--- src/rtl/rv_fetch_ctrl.sv ---
// Instruction-fetch controller: one outstanding word read on the instruction bus,
// halfword pushes into the fetch buffer, flush and redirect on PC change.
module rv_fetch_ctrl #(
   parameter int unsigned IADDR_SPACE_BITS = 16,
   parameter int unsigned RESET_ADDR       = 0
) (
   input  logic                          i_clk,
   input  logic                          i_reset_n,
   input  logic                          i_pc_change,
   input  logic [IADDR_SPACE_BITS-1:1]   i_pc_target,
   output logic                          o_instr_req,
   output logic [IADDR_SPACE_BITS-1:2]   o_instr_addr,
   input  logic                          i_instr_gnt,
   input  logic                          i_instr_rvalid,
   input  logic [31:0]                   i_instr_data,
   input  logic                          i_buf_not_full,
   output logic                          o_buf_reset_n,
   output logic [IADDR_SPACE_BITS-1:1]   o_buf_pc,
   output logic                          o_push_single,
   output logic                          o_push_double,
   output logic [15:0]                   o_data_lo,
   output logic [15:0]                   o_data_hi
);

   localparam logic [IADDR_SPACE_BITS-1:0] RST_FULL = IADDR_SPACE_BITS'(RESET_ADDR);
   localparam logic [IADDR_SPACE_BITS-1:2] WORD_ONE = (IADDR_SPACE_BITS-2)'(1);

   typedef enum logic [1:0] {
      IDLE = 2'd0,
      ADDR = 2'd1,
      DATA = 2'd2,
      DROP = 2'd3
   } state_e;

   state_e                        state_q, state_d;
   logic [IADDR_SPACE_BITS-1:1]   fa_q, fa_d;
   logic                          flush_q, flush_d;
   logic                          push_single, push_double;

   always_ff @(posedge i_clk or negedge i_reset_n) begin
      if (!i_reset_n) begin
         state_q <= IDLE;
         fa_q    <= RST_FULL[IADDR_SPACE_BITS-1:1];
         flush_q <= 1'b1;
      end else begin
         state_q <= state_d;
         fa_q    <= fa_d;
         flush_q <= flush_d;
      end
   end

   always_comb begin
      state_d     = state_q;
      fa_d        = fa_q;
      flush_d     = i_pc_change;
      push_single = 1'b0;
      push_double = 1'b0;
      if (i_pc_change) begin
         fa_d = i_pc_target;
      end
      unique case (state_q)
         IDLE: begin
            if (i_buf_not_full && !flush_q && !i_pc_change) begin
               state_d = ADDR;
            end
         end
         ADDR: begin
            if (i_instr_gnt) begin
               state_d = i_pc_change ? DROP : DATA;
            end else if (i_pc_change) begin
               state_d = IDLE;
            end
         end
         DATA: begin
            if (i_instr_rvalid) begin
               state_d = IDLE;
               if (!i_pc_change) begin
                  // Odd halfword start: only the upper half belongs to the stream.
                  push_single = fa_q[1];
                  push_double = !fa_q[1];
                  fa_d        = {fa_q[IADDR_SPACE_BITS-1:2] + WORD_ONE, 1'b0};
               end
            end else if (i_pc_change) begin
               state_d = DROP;
            end
         end
         DROP: begin
            if (i_instr_rvalid) begin
               state_d = IDLE;
            end
         end
         default: state_d = IDLE;
      endcase
   end

   assign o_instr_req   = (state_q == ADDR);
   assign o_instr_addr  = fa_q[IADDR_SPACE_BITS-1:2];
   assign o_buf_reset_n = !flush_q;
   assign o_buf_pc      = fa_q;
   assign o_push_single = push_single && !flush_q;
   assign o_push_double = push_double && !flush_q;
   assign o_data_lo     = i_instr_data[15:0];
   assign o_data_hi     = i_instr_data[31:16];

endmodule

--- config.mk ---
export PLATFORM = sky130hd
export DESIGN_NAME = rv_fetch_ctrl
export DESIGN_NICKNAME = d
export VERILOG_FILES = /design/src/rtl/rv_fetch_ctrl.sv
export SDC_FILE = /design/constraint.sdc
export NUM_CORES = 1
export LEC_CHECK = 0
export CAP_MARGIN = 20
export CORE_ASPECT_RATIO = 1.4
export CORE_MARGIN = 5
export CORE_UTILIZATION = 29
export DETAILED_ROUTE_END_ITERATION = 6
export GPL_ROUTABILITY_DRIVEN = 0
export GPL_TIMING_DRIVEN = 0
export PLACE_DENSITY_LB_ADDON = 0.2
export SYNTH_ARGS = -nofsm -noshare
export SYNTH_HDL_FRONTEND = slang
export SYNTH_SLANG_ARGS = --single-unit
--- constraint.sdc ---
create_clock -name i_clk -period 1.15 [get_ports i_clk]
set_input_delay 0.115 -clock i_clk [delete_from_list [all_inputs] [get_ports i_clk]]
set_output_delay 0.115 -clock i_clk [all_outputs]
set_load 0.02 [all_outputs]
; ---- Yosys cells after proc, flatten, opt, wreduce, memory -nomap -nowiden
; Index checks and enable logic that the tools add are counted.
; Widths: inputs -> output; s select.
[word_totals]
ram_bits = 0
romBits = 0
latchBits = 0
input_bits = 53
mem_count = 0
out_inout_bits = 65
elab_cells = 38
register_bits = 18
[classes]
n_addsub = 1
bitwise_logic = 0
n_reduce_logical = 9
shifts = 0
multipliers = 0
div_mod_pow = 0
mux = 18
eq_ne = 7
magnitude_cmp = 0
[op_table]
columns = op, n
row1 = $mux 15, 4
row2 = $add 14x1->14 const B, 1
row3 = $mux 2, 6
row4 = $pmux 2 s4, 1
row5 = $mux 1, 7
row6 = $eq 2x2->1 const B, 2
row7 = $logic_and 1x1->1, 4
row8 = $ne 2x2->1 const B, 2
row9 = $reduce_and 4->1, 1
row10 = $logic_not 1->1, 3
row11 = $ne 3x2->1 const B, 1
row12 = $ne 3x3->1 const B, 1
row13 = $eq 2x1->1 const B, 1
row14 = $logic_not 2->1, 1

; ---- Logic depth before layout (Yosys ltp)
; Gate-level depths: netlist of run 1.
[depth]
depth_word = 5
ltp_mapped = 5
mapped_depth_nobuf = 5

; ---- Least setup slack after synthesis of run 1
; OpenSTA, ideal clock, no wires.
[synth_path]
path_type = reg-to-output
start = reg state_q[0]
end = out o_push_single
path_stages_with_launch = 3
path_buffers = 0
path_slack_ns = -0.345
t_required_ns = 1.035
t_arrival_ns = 1.380
path_cell_list = dfrtp_1 > nand3b_4 > nor4b_1
[synth_via]
elab_chain_len = 3
[synth_rtl]
columns = item, line
row1 = start: declaration, 35  ; state_e state_q, state_d;
row2 = start signal: assignment, 46  ; state_q <= state_d;
row3 = $eq 2x2->1, 61  ; unique case (state_q)
row4 = $mux 1, 61
row5 = $logic_and 1x1->1, 100  ; assign o_push_single = push_single && !flush_q;
row6 = end: declaration, 19  ; output logic o_push_single,
; No other way between the ends.

; ---- Worst setup path after layout of run 1
; Same ends and word-level chain as after synthesis.

==> reports/metrics.yaml, run 1 <==
layout_common_cells: "buf_4 (57), clkdlybuf4s50_1 (51), buf_6 (27)"
grt_pass1_wl_um: 6780
max_freq_mhz: 717
vias_per_cell: 4.34
startpoint_type: "flip-flop"
finClkSkew_ns: 0.00543
cap_violations: 0
initial_core_util: 0.300
slowest_stage: "dfrtp_1"
use_met1: 0.153
cts_buffer_depth: 2
yosys.area.top_type: "dfrtp_1"
placed_cell_area_um2: 2360
rows: 29
crit_type: "reg -> out"
crit_fanout: 4
die_x_um: 67.9
syn_area_um2: 1360
maxSlewHeadroom: 0.429
drtIter0Drc: 56
grt_pass1_vias: 1450
post-place-ws_ns: -0.792
core_area_um2: 4540
tightest_slew_ns: 0.853
layout_commonest_cell: "buf_4"
htreeDepth: 1
via_count: 1407
globalRouteTotalUtil: 0.140
io_buffer_count: 85
drtAntennaViolNets: 0
worst_path_largest_cell_delay_ns: 0.42
timing.final.crit_share: 1.21
syn_to_final_growth_pct: 98.5
synthCells: 146
ys_seq_elements: 18
hold_viol: 0
dp_hpwl_um: 3190
p_switching_mw: 1.03
grt-busiest-layer: "met2"
crit_family: "flip-flops"
period_minus_slack_ns: 1.39
synth_top_area_share: 0.312
tns_ns: -2.73
cp-end-kind: "output pin"
antenna_found_initial: 0
status: "complete, but fails checks"
dp_cells: 293
final_cell_count_no_fill: 324
fin_area_um2: 2710
crit_chain: "nand3b_4, nor4b_4, buf_4"
cts_sinks: 18
hold_path.class: "in -> reg"
p_seq_frac: 0.291
cts.clk_slew.worst_paths_ns: 0.08
grt_use_met3: 0.0420
grt-ovfl-total: 0
dr.pass1.iters: 4
worstPathRequired_ns: 1.03
rsz0062_at_grt: "yes"
avgSynthCellArea_um2: 9.33
hold_buffers: 0
crit_buf_inv: 1
final_nets: 317
ys_types: 33
wire_per_inst_um: 13.3
multi_input_area_um2: 668
finalSetupViolCount: 21
p_sw_frac: 0.350
yosys-top-cells-area: "dfrtp_1 (31%), buf_4 (25%), mux2i_1 (6.6%), xnor2_1 (4.5%), nand2_1 (4.4%)"
yosysWarningCount: 0
yosysSeqAreaShare: 0.331
drive_gt1_frac: 0.534
num_antenna_cells: 0
leakage_nw: 1.29
grt_max_degree: 19
arrival_ns: 1.28
drt_drc_violations_left: 0
final_util: 0.596
power_frac_clock: 0.180
syn_nets: 200
worst_slack_ns: -0.245
combinationalPowerShare: 0.529
ios: 118
drt-total-wl_um: 4310
fillerInstances: 422
seqCellArea_um2: 465
maxSlewViolCount: 0
intPower_mw: 1.91
worst_ir_drop_vdd_mv: 0.392
violations: "setup timing"
die_y_um: 91.1
cts_tree: "built"
root_buffer: "clkbuf_8"
grt_util_met2: 0.255
die-area_um2: 6190
power_density_nw_per_um2: 1090
cts_made_buffers: 3
clkLatencyLatePin_ns: 0.25
-- kinds of logic (layout without fill, tap and decap cells) --
kind of cell | count (synthesis) | count (layout) | share of synthesized area
buffers and inverters | 54 | 170 | 0.277
flip-flops | 18 | 18 | 0.332
XOR/XNOR | 9 | 9 | 0.0579
AO/OA/AOI/OAI | 16 | 16 | 0.0725
adder cells (fa/ha/maj) | 1 | 1 | 0.00918
AND/OR/NAND/NOR | 39 | 39 | 0.185
multiplexers | 9 | 9 | 0.0661
-- power groups by stage --
| stage | Sequential, mW | Combinational (mW) | Clock (mW) |
|---|---|---|---|
| 2_1_floorplan | 0.938 | 0.617 | 0 |
| 3_3_place_gp | 0.889 | 1.19 | 0 |
| 3_5_place_dp | 0.892 | 1.20 | 0 |
| 4_1_cts | 0.849 | 1.51 | 0.545 |
| 5_1_grt | 0.873 | 1.66 | 0.577 |
| 6_report | 0.856 | 1.56 | 0.530 |
-- per-stage QoR --
step | hold WS [ns] | power, mW
after floorplan | -0.181 | 1.55
after global placement | 0.493 | 2.07
after detailed placement | 0.501 | 2.09
after CTS | 0.199 | 2.91
after global routing | 0.208 | 3.11
final | 0.204 | 2.94
-- repair_timing --
action                                  CTS  global route
pin swaps                                19             6
cloned                                    0             0
buffers inserted                         25             5
resized for setup                       153            22
endpoints found under the setup margin   48            30
-- layer usage --
metal,vias up,part of all wire
li1,681,-
met1,655,0.34
met2,69,0.55
met3,2,0.10
met4,0,0.0058
met5,-,0
-- worst register-to-register path: cells and delay by family, from the launching register on --
kind                   cells  cell delay, ns
buffers and inverters      1            0.17
flip-flops                 1            0.42
multiplexers               1            0.14
AND/OR/NAND/NOR            3            0.51
-- worst paths after layout --
kind                            cells past startpoint         start  slack [ns]       endpoint
worst max-delay path                                3    state_q[0]       -0.24  o_push_single
worst min-delay path                                1   i_pc_change        0.20        flush_q
worst max register to register                      5    state_q[0]       -0.21   o_buf_pc[15]
worst min register to register                      1  o_buf_pc[11]        0.52   o_buf_pc[11]
max in group asynchronous                           1     i_reset_n        0.22   o_buf_pc[11]
min in group asynchronous                           1     i_reset_n        0.34    o_buf_pc[1]
-- registers in the layout, summed over array words and instances, names as in the netlist --
name,cells
flush_q,1
state_q,2
o_buf_pc,15
-- Yosys cell counts --
library cell and n:
buf_4 46, dfrtp_1 17, nand2_1 16, mux2i_1 9, xnor2_1 7, o21ai_0 5
o21ai_1 5, inv_1 4, nand3_1 3, nor3_1 3, a22oi_1 2, buf_2 2
clkbuf_1 2, nand4_1 2, nor2_1 2, nor4_1 2, nor4_4 2, xor2_1 2
a221oi_1 1, a22o_2 1, a31oi_1 1, and2_1 1, and2b_2 1, and3b_1 1
dfstp_2 1, ha_1 1, nand2b_1 1, nand3_2 1, nand3b_4 1, nor2_2 1
nor4_2 1, nor4b_1 1, o21ai_2 1
-- cell type report --
cell class	count	area share
Tap cell	62	0.0287
Buffer	49	0.143
Inverter	4	0.00555
Clock buffer	4	0.0204
Multi-Input combinational cell	74	0.247
Sequential cell	18	0.172
Timing Repair Buffer	113	0.383
Note: power is estimated with default switching activity, not from simulation.
==> run 2, diff against run 1 <==
- ABC_AREA: default -> 1
- CORE_UTILIZATION: 29 -> 31
- CTS_BUF_LIST: default -> sky130_fd_sc_hd__clkbuf_4 sky130_fd_sc_hd__clkbuf_8
==> reports/metrics.yaml, run 2 <==
tightest_slew_ns: 0.858  # was 0.853 ns
layout_commonest_cell: "buf_4"  # unchanged
leakage_nw: 1.46  # was 1.29 nW
rsz0062_at_grt: "yes"  # unchanged
finClkSkew_ns: 0.00798  # was 0.00543 ns
yosys.area.top_type: "dfrtp_1"  # unchanged
tns_ns: -2.03  # was -2.73 ns
rows: 30  # was 29
io_buffer_count: 85  # unchanged
synthArstFlopShare: 1.00  # unchanged
cts_sinks: 18  # unchanged
placed_cell_area_um2: 2500  # was 2360 um^2
wire_per_inst_um: 13.2  # was 13.3 um
core_area_um2: 4800  # was 4540 um^2
whs_path_depth: 1  # unchanged
r2r_slack_ns: -0.17  # was -0.21 ns
cap_violations: 0  # unchanged
fillerInstances: 452  # was 422
status: "complete, but fails checks"  # unchanged
power_density_nw_per_um2: 1040  # was 1090 nW/um^2
largest_register_ffs: 15  # unchanged
via_count: 1866  # was 1407
synth_top_area_share: 0.279  # was 0.312
final_nets: 395  # was 317
drive_gt1_frac: 0.485  # was 0.534
vias_per_cell: 4.62  # was 4.34
ys_seq_elements: 18  # unchanged
r2r-end: "o_buf_pc[11]"  # was o_buf_pc[15]
yosys-top-cells-area: "dfrtp_1 (28%), buf_4 (23%), nand2_1 (15%), nand3_1 (7.2%), inv_1 (4.2%)"  # was dfrtp_1 (31%), buf_4 (25%), mux2i_1 (6.6%), xnor2_1 (4.5%), nand2_1 (4.4%)
whs_endpoint: "flush_q"  # unchanged
hold_viol: 0  # unchanged
grt-ovfl-total: 0  # unchanged
ios: 118  # unchanged
cp-end-kind: "output pin"  # unchanged
final_util: 0.621  # was 0.596
syn_area_um2: 1530  # was 1360 um^2
ys_types: 29  # was 33
multi_input_area_um2: 785  # was 668 um^2
htreeDepth: 1  # unchanged
drtAntennaViolNets: 0  # unchanged
worstPathRequired_ns: 1.03  # about the same
cts_buffer_depth: 2  # unchanged
grt_max_degree: 19  # unchanged
yosysWarningCount: 0  # unchanged
timing.final.crit_share: 1.19  # was 1.21
period_minus_slack_ns: 1.37  # was 1.39 ns
worst_slack_ns: -0.220  # was -0.245 ns
grt_pass1_wl_um: 8260  # was 6780 um
grt_pass1_vias: 1926  # was 1450
dr.pass1.iters: 4  # unchanged
drt-total-wl_um: 5340  # was 4310 um
yosysMostFrequentCell: "nand2_1"  # was buf_4
post-place-ws_ns: -0.993  # was -0.792 ns
total_power_mw: 3.10  # was 2.94 mW
synth_edf_count: 0  # unchanged
fin_area_um2: 2980  # was 2710 um^2
dp_hpwl_um: 3730  # was 3190 um
seqCellArea_um2: 465  # unchanged
reg2reg_from: "state_q[0]"  # unchanged
root_buffer: "clkbuf_8"  # unchanged
hold_buffers: 0  # unchanged
cts_tree: "built"  # unchanged
maxSlewHeadroom: 0.426  # was 0.429
drt_drc_violations_left: 0  # unchanged
hp-start: "i_pc_change"  # unchanged
maxSlewViolCount: 0  # unchanged
yosysSeqAreaShare: 0.296  # was 0.331
worstRegToRegCells: 8  # was 5
antenna_found_initial: 0  # unchanged
layout_common_cells: "buf_4 (65), clkdlybuf4s50_1 (51), nand2_1 (50)"  # was buf_4 (57), clkdlybuf4s50_1 (51), buf_6 (27)
yosys_most_used_dff: "dfrtp_1"  # unchanged
clkLatencyLatePin_ns: 0.26  # was 0.25 ns
cts_made_buffers: 3  # unchanged
max_freq_mhz: 730  # was 717 MHz
syn_to_final_growth_pct: 95.5  # was 98.5%
crit_type: "reg -> out"  # unchanged
syn_nets: 271  # was 200
hold_path.class: "in -> reg"  # unchanged
violations: "setup timing"  # unchanged
initial_core_util: 0.317  # was 0.300
globalRouteTotalUtil: 0.154  # was 0.140
die_x_um: 69.3  # was 67.9 um
synthCells: 217  # was 146
crit_fanout: 7  # was 4
num_antenna_cells: 0  # unchanged
finalSetupViolCount: 20  # was 21
avgSynthCellArea_um2: 7.03  # was 9.33 um^2
die_y_um: 93.0  # was 91.1 um
startpoint_type: "flip-flop"  # unchanged
drtIter0Drc: 91  # was 56
cts.clk_slew.worst_paths_ns: 0.08  # about the same
worst_ir_drop_vdd_mv: 0.665  # was 0.392 mV
die-area_um2: 6440  # was 6190 um^2
arrival_ns: 1.26  # was 1.28 ns
ys_top_cells_by_count: "nand2_1 (59), buf_4 (47), nand3_1 (22)"  # was buf_4 (46), dfrtp_1 (17), nand2_1 (16)
run 2: changes by cell type after synthesis, moves of 3 or more:
cell / previous run / this run
nand2_1: 16 / 59
nand3_1: 3 / 22
inv_1: 4 / 17
nor2_1: 2 / 14
mux2i_1: 9 / 0
xnor2_1: 7 / 0
o21ai_0: 5 / 11
o21ai_1: 5 / 2
run 2: critical path: stages (launching register included):
cell and delay [ns]:
dfrtp_1 0.40, inv_2 0.09, nand3_4 0.09, buf_8 0.16, nor3_4 0.11, buf_6 0.14
run 2: routing by layer:
| layer | share of wire | global-route usage |
|---|---|---|
| met2 | 0.54 | 0.301 |
| met3 | 0.086 | 0.0430 |
| met1 | 0.36 | 0.152 |
| met4 | 0.016 | 0.0570 |
| met5 | 0 | 0 |
run 2: cell families after synthesis:
kind of cell,Yosys count,synth area share
simple gates,110,0.336
buf+inv,70,0.295
compound gates,18,0.0648
flops,18,0.296
fa+ha+maj,1,0.00820
run 2: per-stage QoR:
| stage | std cells | hold WS (ns) |
|---|---|---|
| finish | 404 | 0.00539 |
| global route | 404 | 0.00401 |
| CTS | 397 | 0.304 |
| detailed placement | 366 | 0.485 |
| global placement | 366 | 0.476 |
| floorplan | 217 | -0.181 |
run 2: worst max path at each step:
stage / start / to
detailed placement: i_pc_change / o_push_double
global route: state_q[0] / o_push_single
finish: state_q[0] / o_push_single
floorplan: state_q[1] / state_q[0]
CTS: state_q[0] / o_push_double
global placement: i_pc_change / o_push_double
run 2: repair_timing:
item                       in CTS  in global routing
cloned                          0                  1
gates resized for setup       161                 38
pin swaps                      11                  9
setup endpoints to repair      49                 35
buffers inserted               29                 11
run 2: final cells by class:
type                    count  area share
plain buffers              47       0.129
clock buffers               4      0.0185
inverters                  19      0.0239
multi-input cells         129       0.263
flip-flops and latches     18       0.156
well taps                  64      0.0269
repair buffers            123       0.382
run 2: power by group:
group / switching, mW / internal [mW] / leakage [nW]
registers: 0.0971 / 0.729 / 0.205
clock network: 0.239 / 0.305 / 0.0288
logic: 0.843 / 0.891 / 1.22
total: 1.18 / 1.93 / 1.46
